[src/rtl/cnn_pkg.sv]
// rtl/cnn_pkg.sv - shared CNN sample type, layer-1 geometry and pooling FSM states
package cnn_pkg;

  localparam int DATA_W = 16;

  typedef logic signed [DATA_W-1:0] sample_t;

  localparam int CONV1_MAP_W   = 88;
  localparam int POOL1_MAP_W   = CONV1_MAP_W / 2;
  localparam int POOL1_OUT_NUM = POOL1_MAP_W * POOL1_MAP_W;

  typedef enum logic [1:0] {
    IDLE,
    RUN,
    DONE
  } pool_state_t;

endpackage

[src/rtl/pool_relu_2x2_if.sv]
// rtl/pool_relu_2x2_if.sv - sample stream and frame control bundle for the 2x2 pooling stage
interface pool_relu_2x2_if #(
  parameter int DATA_W = cnn_pkg::DATA_W
);

  logic                     start;
  logic signed [DATA_W-1:0] map_in;
  logic                     valid_in;
  logic signed [DATA_W-1:0] map_out;
  logic                     valid_out;
  logic                     ready;

  modport master (
    output start, map_in, valid_in,
    input  map_out, valid_out, ready
  );

  modport slave (
    input  start, map_in, valid_in,
    output map_out, valid_out, ready
  );

endinterface

[src/rtl/pool_line_buf.sv]
// rtl/pool_line_buf.sv - half-row buffer of horizontal maxima, sync write, async read
module pool_line_buf #(
  parameter int DATA_W = cnn_pkg::DATA_W,
  parameter int DEPTH  = cnn_pkg::POOL1_MAP_W,
  parameter int ADDR_W = $clog2(DEPTH)
) (
  input  logic              clk_in,
  input  logic              we,
  input  logic [ADDR_W-1:0] addr,
  input  logic [DATA_W-1:0] wdata,
  output logic [DATA_W-1:0] rdata
);

  // No reset: every entry is rewritten on an even row before the odd row reads it.
  logic [DATA_W-1:0] mem [DEPTH];

  always_ff @(posedge clk_in) begin
    if (we) begin
      mem[addr] <= wdata;
    end
  end

  assign rdata = mem[addr];

endmodule

[src/rtl/pool_relu_2x2.sv]
// rtl/pool_relu_2x2.sv - 2x2 stride-2 max pooling with optional ReLU (POOL_RELU_EN)
module pool_relu_2x2 #(
  parameter int DATA_W  = cnn_pkg::DATA_W,
  parameter int MAP_W   = cnn_pkg::CONV1_MAP_W,
  parameter int OUT_NUM = cnn_pkg::POOL1_OUT_NUM
) (
  input  logic             clk_in,
  input  logic             rst_n,
  pool_relu_2x2_if.slave   bus
);

  import cnn_pkg::*;

  localparam int HALF_W = MAP_W / 2;
  localparam int CW     = $clog2(MAP_W);
  localparam int AW     = $clog2(HALF_W);
  localparam int OCW    = $clog2(OUT_NUM + 1);
  localparam logic [CW-1:0]  COL_LAST = CW'(MAP_W - 1);
  localparam logic [OCW-1:0] OUT_LAST = OCW'(OUT_NUM);

  typedef logic signed [DATA_W-1:0] samp_t;

  function automatic samp_t smax(input samp_t a, input samp_t b);
    return (a > b) ? a : b;
  endfunction

  pool_state_t    state, state_next;
  logic [CW-1:0]  col, row;
  logic [OCW-1:0] out_cnt;
  samp_t          hold, hmax, vmax, line_rd, pool_val, map_r;
  logic           valid_r;
  logic           take, lb_we;
  logic [AW-1:0]  lb_addr;

  // Samples count only in RUN; a dropped start wins over a coincident valid.
  assign take    = bus.start && bus.valid_in && (state == RUN);
  assign lb_we   = take && col[0] && !row[0];
  assign lb_addr = AW'(col >> 1);

  pool_line_buf #(
    .DATA_W (DATA_W),
    .DEPTH  (HALF_W),
    .ADDR_W (AW)
  ) u_line_buf (
    .clk_in (clk_in),
    .we     (lb_we),
    .addr   (lb_addr),
    .wdata  (hmax),
    .rdata  (line_rd)
  );

  always_comb begin
    hmax = smax(hold, bus.map_in);
    vmax = smax(line_rd, hmax);
`ifdef POOL_RELU_EN
    pool_val = vmax[DATA_W-1] ? '0 : vmax;
`else
    pool_val = vmax;
`endif
  end

  always_comb begin
    state_next = state;
    if (!bus.start) begin
      state_next = IDLE;
    end else begin
      case (state)
        IDLE:    state_next = RUN;
        RUN:     if (out_cnt == OUT_LAST) state_next = DONE;
        DONE:    state_next = DONE;
        default: state_next = IDLE;
      endcase
    end
  end

  always_ff @(posedge clk_in) begin
    if (!rst_n) begin
      state   <= IDLE;
      col     <= '0;
      row     <= '0;
      out_cnt <= '0;
      hold    <= '0;
      map_r   <= '0;
      valid_r <= 1'b0;
    end else begin
      state   <= state_next;
      valid_r <= 1'b0;
      if (!bus.start) begin
        col     <= '0;
        row     <= '0;
        out_cnt <= '0;
        hold    <= '0;
      end else if (take) begin
        if (col == COL_LAST) begin
          col <= '0;
          row <= (row == COL_LAST) ? '0 : row + 1'b1;
        end else begin
          col <= col + 1'b1;
        end
        if (!col[0]) begin
          hold <= bus.map_in;
        end else if (row[0]) begin
          map_r   <= pool_val;
          valid_r <= 1'b1;
          if (out_cnt != OUT_LAST) out_cnt <= out_cnt + 1'b1;
        end
      end
    end
  end

  assign bus.map_out   = map_r;
  assign bus.valid_out = valid_r;
  assign bus.ready     = (state != DONE);

endmodule

[src/flat_wrapper.sv]
// flat-port wrapper written by rule: the top's interface ports become plain ports
module pool_relu_2x2_flat import cnn_pkg::*;
#(
  parameter int DATA_W  = cnn_pkg::DATA_W,
  parameter int MAP_W   = cnn_pkg::CONV1_MAP_W,
  parameter int OUT_NUM = cnn_pkg::POOL1_OUT_NUM
)
  (clk_in, rst_n, bus_start, bus_map_in, bus_valid_in, bus_map_out, bus_valid_out, bus_ready);
  pool_relu_2x2_if #(.DATA_W(DATA_W)) bus_i ();
  input  logic clk_in;
  input  logic rst_n;
  input wire logic [$bits(bus_i.start)-1:0] bus_start;
  input wire logic [$bits(bus_i.map_in)-1:0] bus_map_in;
  input wire logic [$bits(bus_i.valid_in)-1:0] bus_valid_in;
  output wire logic [$bits(bus_i.map_out)-1:0] bus_map_out;
  output wire logic [$bits(bus_i.valid_out)-1:0] bus_valid_out;
  output wire logic [$bits(bus_i.ready)-1:0] bus_ready;
  assign bus_i.start = bus_start;
  assign bus_i.map_in = bus_map_in;
  assign bus_i.valid_in = bus_valid_in;
  assign bus_map_out = bus_i.map_out;
  assign bus_valid_out = bus_i.valid_out;
  assign bus_ready = bus_i.ready;
  pool_relu_2x2 #(.DATA_W(DATA_W), .MAP_W(MAP_W), .OUT_NUM(OUT_NUM)) u_core (.clk_in(clk_in), .rst_n(rst_n), .bus(bus_i));
endmodule
[config.mk]
export PLATFORM = sky130hd
export DESIGN_NAME = pool_relu_2x2_flat
export DESIGN_NICKNAME = d
export VERILOG_FILES = /design/src/rtl/cnn_pkg.sv /design/src/rtl/pool_relu_2x2_if.sv /design/src/rtl/pool_line_buf.sv /design/src/rtl/pool_relu_2x2.sv /design/src/flat_wrapper.sv
export SDC_FILE = /design/constraint.sdc
export NUM_CORES = 1
export LEC_CHECK = 0
export CAP_MARGIN = 15
export CELL_PAD_IN_SITES_DETAIL_PLACEMENT = 1
export CELL_PAD_IN_SITES_GLOBAL_PLACEMENT = 1
export CORE_UTILIZATION = 58
export CTS_CLUSTER_DIAMETER = 150
export DETAILED_ROUTE_END_ITERATION = 10
export PLACE_DENSITY_LB_ADDON = 0.05
export SYNTH_ARGS = -nofsm -noshare
export SYNTH_HDL_FRONTEND = slang
export SYNTH_SLANG_ARGS = --single-unit
[constraint.sdc]
create_clock -name clk_in -period 11.7 [get_ports clk_in]
set_input_delay 3.51 -clock clk_in [delete_from_list [all_inputs] [get_ports clk_in]]
set_output_delay 3.51 -clock clk_in [all_outputs]
set_load 0.05 [all_outputs]
Yosys cells after proc, flatten, opt, wreduce, memory -nomap -nowiden

Memories as Yosys holds them, arrays and structs flattened. A register that Yosys moved wholly into a read port is not among the register bits.
Index checks and enable logic that the tools add are counted.

Bits in writable memories: 704
Input bits: 20
Output and inout bits: 18
Bits in registers: 60
Memories: 1

Bitwise gates (word level): 1
Magnitude comparators: 2
Equality and inequality tests: 8
Multiplexer cells: 11
Reductions and logical operators: 12
Add/sub/neg operators: 3

Memory list:

| memory                | words | width | rd ports | clocked after Yosys merged registers in | write ports | line                | text |
|---|---|---|---|---|---|---|---|
| u_core.u_line_buf.mem | 44    | 16    | 1        | 1                                       | 1           | pool_line_buf.sv:15 | `logic [DATA_W-1:0] mem [DEPTH];` |

Operator list:

| kind                    | number |
|---|---|
| $gt A16 B16 Y1          | 2 |
| $mux W16                | 2 |
| $add A7 B1 Y7 const B   | 2 |
| $eq A7 B7 Y1 const B    | 2 |
| $mux W7                 | 2 |
| $mux W6                 | 2 |
| $reduce_and A4 Y1       | 3 |
| $add A11 B1 Y11 const B | 1 |
| $eq A11 B11 Y1 const B  | 1 |
| $ne A11 B11 Y1 const B  | 1 |
| $pmux W2 S3             | 1 |
| $reduce_and A2 Y1       | 3 |
| $logic_and A1 B1 Y1     | 4 |
| $ne A2 B2 Y1 const B    | 2 |
| $mux W1                 | 3 |
| $eq A2 B1 Y1 const B    | 1 |
| $eq A2 B2 Y1 const B    | 1 |
| $logic_not A2 Y1        | 1 |
| $mux W2                 | 1 |
| $logic_not A1 Y1        | 1 |
| $not A1 Y1              | 1 |

Logic depth before layout (Yosys ltp)

Depth after elaboration: 6
Depth in mapped cells: 19
Mapped depth without buffers: 16

Modules after synthesis

A second synthesis with hierarchy kept.

Cell total of the unflattened synthesis: 2,002
Area total of the unflattened synthesis: 30,870.9 µm²

Modules (own cells, without submodules):

| module        | times used | seq. area each (µm²) | area each (µm²) | cells each |
|---|---|---|---|---|
| pool_line_buf | 1          | 21,140.3             | 26,715.6        | 1,476 |
| pool_relu_2x2 | 1          | 1,201.2              | 4,155.2         | 526 |

Least setup slack after synthesis

Ideal clock, no wire load.

Kind: input port to flip-flop
Start point: input bus_map_in[13]
End point: register u_core.map_r[0] (netlist: u_core.bus.map_out[0])
Required time: 11.583 ns
Buffers on the path: 3
Cell stages on the path: 17
Arrival time: 7.425 ns
Path slack: 4.158 ns
Cells stage by stage: inv_1 ha_1 a21o_1 a211o_1 o31ai_2 clkbuf_1 buf_2 a22o_1 ha_1 nor2b_1 o21ai_0 nand2_1 a21oi_1 mux2i_1 clkbuf_1 a21oi_1 a22o_1

Word-level cells in the longest chain between the ends: 4

RTL lines:

| what                 | line                 | text |
|---|---|---|
| from (decl)          | flat_wrapper.sv:13   | `input wire logic [$bits(bus_i.map_in)-1:0] bus_map_in;` |
| $gt A16 B16 Y1 (*)   | pool_relu_2x2.sv:24  | `return (a > b) ? a : b;` |
| $mux W16 (*)         | pool_relu_2x2.sv:24  |  |
| net u_core.hmax[0]   | pool_relu_2x2.sv:30  | `samp_t hold, hmax, vmax, line_rd, pool_val, map_r;` |
| $gt A16 B16 Y1       | pool_relu_2x2.sv:24  |  |
| $mux W16 (*)         | pool_relu_2x2.sv:24  |  |
| to (signal assigned) | pool_relu_2x2.sv:103 | `map_r <= pool_val;` |
| to (decl)            | pool_relu_2x2.sv:30  |  |

Mark *: on every way through the listed nets, which the timed path passes. The rest lies on a longest branch.
A chain may end at the register's enable or synchronous reset.

Final worst setup path

Start point: input bus_map_in[15]
End point: register u_core.map_r[0] (netlist: u_core.bus.map_out[0])

The elaborated chain is that of the path after synthesis.

==> impl_metrics.toml <==
[logic_synthesis]
synthFlopType = "edfxtp_1"
synth_enable_flop_cells = 704
avgSynthCellArea_um2 = 17.2
yosysWarnings = 0
ys_async_sr_fraction_pct = 0
synth_nets = 1868
ys_seq_area_share_pct = 72.3
syn_inst = 1809
ys_seq_elements = 770
synth.cell_area_um2 = 31100
yosys.cell_types.count = 65

[setup_path]
worstPathCellList = "clkdlybuf4s50_1 -> inv_1 -> ha_1 -> nand4_1 -> nor4_1 -> a21boi_1 -> o31ai_4 -> buf_4 -> o21ai_2 -> buf_4 -> a22o_2 -> ha_1 -> nor2b_1 -> o21ai_0 -> nand2_1 -> a21oi_1 -> mux2i_2 -> buf_4 -> a21oi_1 -> a22o_1"
path_class = "primary input to flop"
path_max_fanout = 45
cp.arrival_ps = 8650
critPathCapture = "u_core.bus.map_out[0]"
cp_slowest_cell = "a22o_2"
max_stage_delay_ps = 830
worstPathRequired_ps = 12210
reg2reg_depth = 16
startpoint = "bus_map_in[15]"
ff2ff_setup_slack_ps = 5750
r2r_end = "u_core.bus.map_out[0]"
cp-end-kind = "flop"
cpMostUsedCell = "buf_4"
cp-start-kind = "primary input"

[timing]
finalSetupViolCount = 0
hold_viol_final = 0
rsz0062_at_grt = "false"
slew_headroom_pct = 23.7
clock.fmax_mhz = 123
clock-skew-final_ps = 17.7
period_share_pct = 69.6
period_needed_ps = 8140
timing_worst_slew_pin_value_ps = 1130
setup_tns_ps = 0
timing.hold.ws_ps = 486
drv_slew = 0

[die]
rows = 84
fp.dieH_um = 233
core_area_um2 = 52800
die_x_um = 233
die_area_um2 = 54500
io_pins = 38
start_util_pct = 58.9

[power]
ir_worst_vdd_v = 0.000185
p_per_area_nw_per_um2 = 162
p_leak_nw = 11.1

[clocking]
numCtsBuffers = 78
post-cts-setup-buffer-count = 0
ctsResizeCount = 0
cts-root-buf = "clkbuf_16"
clock_sinks = 770
clkTransAtPathRegs_ps = 60
cts_htree_levels = 3
clk_latency_ps = 620
cts_hold_buf = 0
cts_tree = "done"
clock_path_buffers = 3

[global_routing]
grtUsageTotal_pct = 30.8
gr-usage-met1_pct = 42.9
overflow = 0
grt.met2_usage_pct = 50.5
grt_pass1_wl_mm = 119
grt_use_met3_pct = 4.87
grt-busiest-layer = "met2"
grt_max_degree = 98
grt_antenna_before_repair = 0
grt_pass1_vias = 17971

[route]
routedWlPerCell_um = 30.9
dr.pass1.iters = 7
routed_via_density = 6.48
ant_nets = 0
drt_iter0_drc = 1738
drc_errors = 0
vias = 17167
wirelength_mm = 81.9

[placement]
place.gp.congestion = 0.848
io_buffers = 37
dpl.hpwl_mm = 49.0

[cells_and_area]
final_layout_size_suffix_gt1_share_pct = 18.4
diodes = 0
area_growth_pct = 12.8
nets = 1958

[hold_path]
hold_class = "flop to flop"

[flow_run]
maxCapViolCount = 0

[status]
status = "complete, no violations"
==> layer usage <==
metal	vias up	wire, um
met5	-	0
met4	0	2350
met3	122	5340
met2	672	40500
met1	9046	33700
li1	7327	-
==> cells in the final DEF, fill, tap and decap left out, drive strengths merged, types with 15 or more instances in the layout <==
master,count
edfxtp,704
nor2,142
mux4,112
clkbuf,104
mux2i,84
buf,75
dfxtp,66
a21oi,62
nand2,60
inv,59
a22oi,47
ha,39
clkdlybuf4s50,37
nor2b,35
mux2,32
o22ai,31
nand3,22
clkinv,22
nand4,18
nor4,18
nand2b,18
a221o,17
a22o,17
a211oi,17
a211o,16
a32oi,15
==> power breakdown <==
group          internal (mW)  switching, mW  total (mW)
sequential              3.01       0.000947        3.01
clock                   1.52           1.03        2.55
combinational         0.0246         0.0859       0.111
==> synthesized netlist by cell type (2+ instances only) <==
cell type	n	share of area (%)
and4_1	2	0.056
buf_6	7	0.25
a211oi_2	9	0.36
edfxtp_1	704	68
a21o_1	2	0.048
a22o_1	17	0.48
dfxtp_1	66	4.3
a221o_1	17	0.55
xor2_1	14	0.39
a211o_1	16	0.45
mux2_2	32	1.2
a21oi_1	62	1.0
clkbuf_1	53	0.64
nand2b_1	18	0.36
a211oi_1	8	0.19
nor3_1	4	0.064
a21boi_1	2	0.048
nand2_1	60	0.73
nand4_1	18	0.36
and3_1	6	0.12
a32oi_1	15	0.42
nor2b_1	35	0.70
or3_1	2	0.040
nand3b_1	5	0.12
nor2_1	142	1.7
buf_2	30	0.48
o21ai_0	8	0.13
xnor2_1	5	0.14
nor4bb_1	2	0.064
inv_1	56	0.68
ha_1	39	1.6
nor4_1	18	0.36
or3b_2	3	0.085
buf_4	8	0.19
a22oi_1	47	1.1
o22ai_1	31	0.62
mux4_2	112	8.1
nand3_1	22	0.35
buf_1	3	0.036
mux2i_1	84	2.7
==> area by class of cell <==
class                           count  area, um^2
Inverter                           56         210
Clock inverter                     38         433
Clock buffer                      104        2200
Multi-Input combinational cell    881        7910
Timing Repair Buffer              112         946
Fill cell                        4413       17700
Sequential cell                   770       22500
Tap cell                          688         861
==> cell families after synthesis <==
family                   count (synthesis)  synth area share (%)
buffers and inverters                  158                  2.33
adder cells (fa/ha/maj)                 39                  1.57
multiplexers                           228                  12.0
XOR/XNOR                                19                 0.536
AND/OR/NAND/NOR                        350                  5.53
AO/OA/AOI/OAI                          245                  5.73
flip-flops                             770                  72.3
==> critical path, delay by kind of cell <==
kind	cells	cell delay, ps
and+or+nand+nor	4	740
buffers and inverters	5	1480
adders and majority gates	2	640
muxes	1	230
AOI/OAI and AO/OA	8	2040
==> flip-flops by register name (all words and copies together), names as in the netlist, named ones only <==
register and count:
u_core.col 7, u_core.u_line_buf.mem 704, u_core.bus.map_out 16, u_core.row 7
u_core.hold 16, u_core.bus.valid_out 1, u_core.out_cnt 11, u_core.state 2
==> worst min-delay path by stage <==
stage                                from  depth (start not counted)  slack (ps)               endpoint
floorplan                  u_core.hold[0]                          2         460         u_core.hold[0]
global placement    u_core.bus.map_out[3]                          1         490  u_core.bus.map_out[3]
detailed placement  u_core.bus.map_out[3]                          1         480  u_core.bus.map_out[3]
CTS                 u_core.bus.map_out[6]                          1         490  u_core.bus.map_out[6]
global route        u_core.bus.map_out[6]                          1         520  u_core.bus.map_out[6]
finish              u_core.bus.map_out[6]                          1         490  u_core.bus.map_out[6]
==> through the flow <==
step / total power, mW / area (um^2) / setup slack (ps) / util, % / instances
4_1_cts: 5.69 / 35000 / 3620 / 66.4 / 2647
5_1_grt: 5.78 / 35000 / 3280 / 66.4 / 2649
3_3_place_gp: 3.17 / 32400 / 3160 / 61.4 / 2505
2_1_floorplan: 3.12 / 31100 / 4160 / - / 1809
6_report: 5.66 / 35000 / 3560 / 66.4 / 2649
3_5_place_dp: 3.17 / 32400 / 3030 / 61.4 / 2505
No activity file was read; power rests on OpenSTA's default activity.
